**src/rtl/duck_round_scheduler.sv**
```systemverilog
// ---------------------------------------------------------------------------
// duck_round_scheduler
//
// Sequences a Duck Hunt game session. A session is a series of rounds. Each
// round shows a "ROUND n" banner, then launches ducks one by one. Every duck
// is preceded by a pause. A duck either escapes after its flight time or is
// shot, and a shot duck falls for a fixed time. After the last duck of a round
// the hit count decides whether the game continues, is won, or is lost. All
// timers count frames (frame_tick_i strobes), never raw clocks.
//
// Ports
//   clk_i            system clock
//   rst_ni           asynchronous active-low reset
//   game_enable_i    level from game_control_fsm; low aborts the session
//   frame_tick_i     1-cycle strobe, once per video frame
//   duck_killed_i    1-cycle strobe from duck_game_logic on a hit
//   hunt_start_o     duck in flight
//   duck_falling_o   shot duck falling
//   show_banner_o    round banner visible
//   round_num_o      current round, 1-based (0 when idle)
//   duck_num_o       ducks launched this round
//   round_hits_o     hits this round
//   speed_level_o    min(round_num-1, 7), duck speed select
//   game_finished_o  high while the session has ended
//   game_won_o       valid with game_finished_o; 1 = all rounds passed
// ---------------------------------------------------------------------------
module duck_round_scheduler #(
    parameter int unsigned ROUNDS          = 5,
    parameter int unsigned DUCKS_PER_ROUND = 10,
    parameter int unsigned HITS_TO_PASS    = 6,
    parameter int unsigned BANNER_FRAMES   = 120,
    parameter int unsigned PAUSE_FRAMES    = 60,
    parameter int unsigned FLIGHT_FRAMES   = 300,
    parameter int unsigned FALL_FRAMES     = 45
) (
    input  logic       clk_i,
    input  logic       rst_ni,
    input  logic       game_enable_i,
    input  logic       frame_tick_i,
    input  logic       duck_killed_i,
    output logic       hunt_start_o,
    output logic       duck_falling_o,
    output logic       show_banner_o,
    output logic [3:0] round_num_o,
    output logic [3:0] duck_num_o,
    output logic [3:0] round_hits_o,
    output logic [2:0] speed_level_o,
    output logic       game_finished_o,
    output logic       game_won_o
);

    localparam int unsigned MAX_BP     = (BANNER_FRAMES > PAUSE_FRAMES) ? BANNER_FRAMES : PAUSE_FRAMES;
    localparam int unsigned MAX_FF     = (FLIGHT_FRAMES > FALL_FRAMES) ? FLIGHT_FRAMES : FALL_FRAMES;
    localparam int unsigned MAX_FRAMES = (MAX_BP > MAX_FF) ? MAX_BP : MAX_FF;
    localparam int unsigned CNT_W      = (MAX_FRAMES < 1) ? 1 : $clog2(MAX_FRAMES + 1);

    localparam logic [3:0] ROUNDS_L = 4'(ROUNDS);
    localparam logic [3:0] DUCKS_L  = 4'(DUCKS_PER_ROUND);
    localparam logic [3:0] HITS_L   = 4'(HITS_TO_PASS);

    typedef enum logic [2:0] {
        S_IDLE,
        S_BANNER,
        S_PAUSE,
        S_FLIGHT,
        S_FALL,
        S_ROUND_END,
        S_FINISHED
    } state_e;

    state_e             state_q, state_d;
    logic [CNT_W-1:0]   cnt_q, cnt_d;
    logic [3:0]         round_q, round_d;
    logic [3:0]         duck_q, duck_d;
    logic [3:0]         hits_q, hits_d;
    logic               won_q, won_d;
    logic [2:0]         speed_q, speed_d;
    logic               banner_q, hunt_q, falling_q, finished_q;
    logic [3:0]         round_m1;

    // A timed state ends on the tick that completes its frame budget, so the
    // state lasts exactly N ticks and that last tick is never credited to the
    // following state (the counter is cleared on every state change).
    function automatic logic timer_done(input logic tick, input logic [CNT_W-1:0] cnt,
                                        input int unsigned frames);
        return tick && ((32'(cnt) + 32'd1) >= frames);
    endfunction

    always_comb begin
        state_d = state_q;
        cnt_d   = cnt_q;
        round_d = round_q;
        duck_d  = duck_q;
        hits_d  = hits_q;
        won_d   = won_q;

        if (frame_tick_i && (state_q == S_BANNER || state_q == S_PAUSE ||
                             state_q == S_FLIGHT || state_q == S_FALL)) begin
            cnt_d = cnt_q + 1'b1;
        end

        if (!game_enable_i) begin
            state_d = S_IDLE;
            round_d = '0;
            duck_d  = '0;
            hits_d  = '0;
            won_d   = 1'b0;
        end else begin
            unique case (state_q)
                S_IDLE: begin
                    state_d = S_BANNER;
                    round_d = 4'd1;
                    duck_d  = '0;
                    hits_d  = '0;
                    won_d   = 1'b0;
                end
                S_BANNER: begin
                    if (timer_done(frame_tick_i, cnt_q, BANNER_FRAMES)) state_d = S_PAUSE;
                end
                S_PAUSE: begin
                    if (timer_done(frame_tick_i, cnt_q, PAUSE_FRAMES)) begin
                        if (duck_q < DUCKS_L) begin
                            state_d = S_FLIGHT;
                            duck_d  = duck_q + 4'd1;
                        end else begin
                            state_d = S_ROUND_END;
                        end
                    end
                end
                S_FLIGHT: begin
                    // A kill arriving with the final flight tick still counts.
                    if (duck_killed_i) begin
                        state_d = S_FALL;
                        if (hits_q < duck_q) hits_d = hits_q + 4'd1;
                    end else if (timer_done(frame_tick_i, cnt_q, FLIGHT_FRAMES)) begin
                        state_d = S_PAUSE;
                    end
                end
                S_FALL: begin
                    if (timer_done(frame_tick_i, cnt_q, FALL_FRAMES)) state_d = S_PAUSE;
                end
                S_ROUND_END: begin
                    if (hits_q < HITS_L) begin
                        state_d = S_FINISHED;
                        won_d   = 1'b0;
                    end else if (round_q >= ROUNDS_L) begin
                        state_d = S_FINISHED;
                        won_d   = 1'b1;
                    end else begin
                        state_d = S_BANNER;
                        round_d = round_q + 4'd1;
                        duck_d  = '0;
                        hits_d  = '0;
                    end
                end
                S_FINISHED: begin
                    state_d = S_FINISHED;
                end
                default: begin
                    state_d = S_IDLE;
                end
            endcase
        end

        if (state_d != state_q) cnt_d = '0;
    end

    always_comb begin
        round_m1 = round_d - 4'd1;
        if (round_d == 4'd0) begin
            speed_d = '0;
        end else if (round_m1 > 4'd7) begin
            speed_d = 3'd7;
        end else begin
            speed_d = round_m1[2:0];
        end
    end

    // Status flags are registered from the next state so they line up with
    // the state register after each edge.
    always_ff @(posedge clk_i or negedge rst_ni) begin
        if (!rst_ni) begin
            state_q    <= S_IDLE;
            cnt_q      <= '0;
            round_q    <= '0;
            duck_q     <= '0;
            hits_q     <= '0;
            won_q      <= 1'b0;
            speed_q    <= '0;
            banner_q   <= 1'b0;
            hunt_q     <= 1'b0;
            falling_q  <= 1'b0;
            finished_q <= 1'b0;
        end else begin
            state_q    <= state_d;
            cnt_q      <= cnt_d;
            round_q    <= round_d;
            duck_q     <= duck_d;
            hits_q     <= hits_d;
            won_q      <= won_d;
            speed_q    <= speed_d;
            banner_q   <= (state_d == S_BANNER);
            hunt_q     <= (state_d == S_FLIGHT);
            falling_q  <= (state_d == S_FALL);
            finished_q <= (state_d == S_FINISHED);
        end
    end

    assign hunt_start_o    = hunt_q;
    assign duck_falling_o  = falling_q;
    assign show_banner_o   = banner_q;
    assign round_num_o     = round_q;
    assign duck_num_o      = duck_q;
    assign round_hits_o    = hits_q;
    assign speed_level_o   = speed_q;
    assign game_finished_o = finished_q;
    assign game_won_o      = won_q;

endmodule
```
**config.mk**
```make
export PLATFORM = sky130hd
export DESIGN_NAME = duck_round_scheduler
export DESIGN_NICKNAME = d
export VERILOG_FILES = /design/src/rtl/duck_round_scheduler.sv
export SDC_FILE = /design/constraint.sdc
export NUM_CORES = 1
export LEC_CHECK = 0
export ABC_CLOCK_PERIOD_IN_PS = 3400
export BUFFER_PORTS_ARGS = -buffer_cell sky130_fd_sc_hd__buf_2
export CORE_MARGIN = 2
export CORE_UTILIZATION = 50
export DETAILED_ROUTE_END_ITERATION = 7
export PLACE_DENSITY = 0.73
export SKIP_CTS_REPAIR_TIMING = 1
export SYNTH_ARGS = -nofsm -noshare
export SYNTH_HDL_FRONTEND = slang
export SYNTH_SLANG_ARGS = --single-unit
```
**constraint.sdc**
```tcl
create_clock -name clk_i -period 3.4 [get_ports clk_i]
set_clock_uncertainty 0.15 [all_clocks]
set_input_delay 0.51 -clock clk_i [delete_from_list [all_inputs] [get_ports clk_i]]
set_output_delay 0.51 -clock clk_i [all_outputs]
set_load 0.05 [all_outputs]
```
==> flow_metrics.py <==
metrics = {
    "critical_path": {
        "cp_max_fo": 14,
        "r2r_cells": 8,
        "end_kind": "register",
        "cp-start-kind": "register",
        "path_class": "reg -> reg",
        "cp.required_ns": 3.43,
        "cp_slowest_stage_delay_ns": 0.50,
        "cp.arrival_ns": 3.10,
        "cp_cell_sequence": "ha_1 > and4_1 > and4_1 > o21a_4 > o31ai_2 > and4_1 > a211o_1 > nor4_2",
        "cpMaxStageDelayCell": "dfrtp_1",
        "path_common_cell": "and4_1",
    },
    "placed_design": {
        "dp.cells": 333,
        "hpwlAfterDp_um": 3520,
        "portBuffers": 24,
        "gp_congestion": 0.870,
        "preCtsSetupSlack_ns": 0.385,
    },
    "synthesis": {
        "synth_top_area_cell": "dfrtp_1",
        "netlist_instances": 270,
        "async_flop_share": 1.00,
        "synth_edf_count": 0,
        "ys_seq_area_frac": 0.330,
        "ys_warn_count": 0,
        "synth-seq-cells": 32,
        "synthDistinctLibCells": 66,
        "synth_area_um2": 2420,
        "synth-main-ff-cell": "dfrtp_1",
        "syn_nets": 287,
        "avgSynthCellArea_um2": 8.98,
        "yosysTopAreaCellShare": 0.330,
        "synth.area.top_cells": "dfrtp_1 33%, ha_1 6.2%, nor4_2 4.6%",
        "synth_top_cells_by_count": "32 x dfrtp_1, 28 x nand2_1, 18 x nor2_1",
        "yosys.cell_count.top_type": "dfrtp_1",
    },
    "sta": {
        "fmax_mhz": 325,
        "slew_violations": 0,
        "fin_crit_sh": 0.904,
        "relSlewSlack": 0.511,
        "finalHoldViolations": 0,
        "setup_tns_ns": 0,
        "min_period_ns": 3.07,
        "holdWs_ns": 0.140,
        "rsz0062_at_grt": "no",
        "postLayoutSetupSlackWorst_ns": 0.328,
        "setup_viol": 0,
        "worst_pin_slew_ns": 0.734,
    },
    "floorplanning": {
        "start_util": 0.517,
        "die_x_um": 73.6,
        "pin_count": 25,
        "dieArea_um2": 5420,
        "placementRows": 25,
        "coreArea_um2": 4690,
        "fp.dieH_um": 73.6,
    },
    "routing": {
        "antenna_left": 0,
        "vias": 1972,
        "wl_per_cell_um": 14.1,
        "drc": 0,
        "wirelength_um": 4820,
        "viasPerCell": 5.78,
        "drt_first_pass_iters": 4,
        "drtIter0Drc": 124,
    },
    "clocking": {
        "root_buffer": "clkbuf_8",
        "tritoncts": "done",
        "cts_buffer_depth": 2,
        "cts_sinks": 32,
        "insertion_delay_ns": 0.28,
        "clk_pin_slew_worst_paths_ns": 0.07,
        "cts_buffers": 5,
        "htreeDepth": 2,
    },
    "global_routing": {
        "grt_remaining_overflow": 0,
        "grt_max_degree": 33,
        "grt_antenna_before_repair": 0,
        "grt.total_usage": 0.194,
        "grt_pass1_vias": 1804,
        "grt_pass1_wl_um": 8290,
    },
    "power": {
        "powerDensity_nw_per_um2": 325,
        "peakVddDrop_uv": 281,
        "leakagePower_nw": 1.16,
    },
    "final_layout": {
        "area_growth_pct": 8.31,
        "final_layout_size_suffix_gt1_frac": 0.188,
        "final_core_util": 0.559,
        "finalNonFillerCells": 341,
        "nNetsFinal": 303,
        "diodes": 0,
        "fillers": 432,
    },
    "worst_hold_path": {
        "hold_path.class": "in -> async",
    },
    "run": {
        "maxCapViolations": 0,
    },
    "run_status": {
        "outcome": "completed",
    },
}
layout by cell type (no fill, tap or decap), types with 5 or more instances in the layout:
cell type	Yosys	routed
o21ai_0	8	8
nor2b_1	5	5
ha_1	12	12
nor4_2	9	9
and3_1	5	5
a21oi_1	13	13
or3_1	5	5
xnor2_1	6	6
nand3_1	10	10
buf_2	6	24
xor2_1	9	9
inv_1	11	11
nand2b_1	5	5
nand2_1	28	28
clkbuf_8	0	6
dfrtp_1	32	32
nor2_1	18	18
kinds of logic (layout without fill, tap and decap cells):
kind of cell	after synthesis	count (layout)	synth area share
and+or+nand+nor	121	121	0.310
DFF	32	32	0.330
adders and majority gates	12	12	0.0619
xor gates and xnor gates	15	15	0.0542
AOI/OAI and AO/OA	56	56	0.166
buffers and inverters	29	46	0.0563
muxes	5	5	0.0217
final cells by class:
class / instances / area (um^2) / area share
multi-input cells: 209 / 1490 / 0.566
repair buffers: 25 / 128 / 0.0486
flip-flops and latches: 32 / 801 / 0.305
well taps: 54 / 67.6 / 0.0257
clock inverters: 1 / 7.51 / 0.00286
inverters: 13 / 48.8 / 0.0186
clock buffers: 7 / 86.3 / 0.0329
registers in the layout (all words and copies together) (netlist names):
name	count
speed_level_o	3
hunt_start_o	1
round_num_o	4
duck_falling_o	1
round_hits_o	4
state_q	3
show_banner_o	1
cnt_q	9
game_won_o	1
duck_num_o	4
game_finished_o	1
critical path: cells and delay by family (launching register included):
family	cells	cell delay, ns
and+or+nand+nor	4	1.18
AOI/OAI and AO/OA	3	0.69
DFF	1	0.50
adders and majority gates	1	0.44
through the flow:
stage          total power (W)  cell area (um^2)
3_3_place_gp          0.000552              2530
3_5_place_dp          0.000558              2530
2_1_floorplan         0.000527              2420
6_report              0.000853              2630
4_1_cts               0.000862              2630
5_1_grt               0.000897              2630
per-layer routing:
metal	wire (um)	GRT usage	vias to the layer above
met5	0	0	-
met4	56	0.0687	0
met3	250	0.0480	6
met2	2140	0.282	47
met1	2370	0.279	916
li1	-	-	1003
path summary, 6_finish.rpt:
| path | slack, ns | start | endpoint |
|---|---|---|---|
| setup / recovery | 0.33 | cnt_q[0]$_DFFE_PN0P_ | cnt_q[3]$_DFFE_PN0P_ |
| hold / removal | 0.14 | rst_ni | duck_num_o[1]$_DFFE_PN0P_ |
| setup reg to reg | 0.33 | cnt_q[0]$_DFFE_PN0P_ | cnt_q[3]$_DFFE_PN0P_ |
| hold reg to reg | 0.41 | duck_num_o[3]$_DFFE_PN0P_ | duck_num_o[3]$_DFFE_PN0P_ |
| max in group asynchronous | 2.49 | rst_ni | state_q[1]$_DFF_PN0_ |
| min in group clk_i | 0.41 | game_enable_i | game_won_o$_DFFE_PN0P_ |
power breakdown:
group          switching, W  internal (W)  leakage (nW)
Combinational     0.0000851     0.0000456         0.680
Clock              0.000139      0.000164        0.0445
Sequential        0.0000246      0.000395         0.436
No activity file was read; power rests on OpenSTA's default activity.
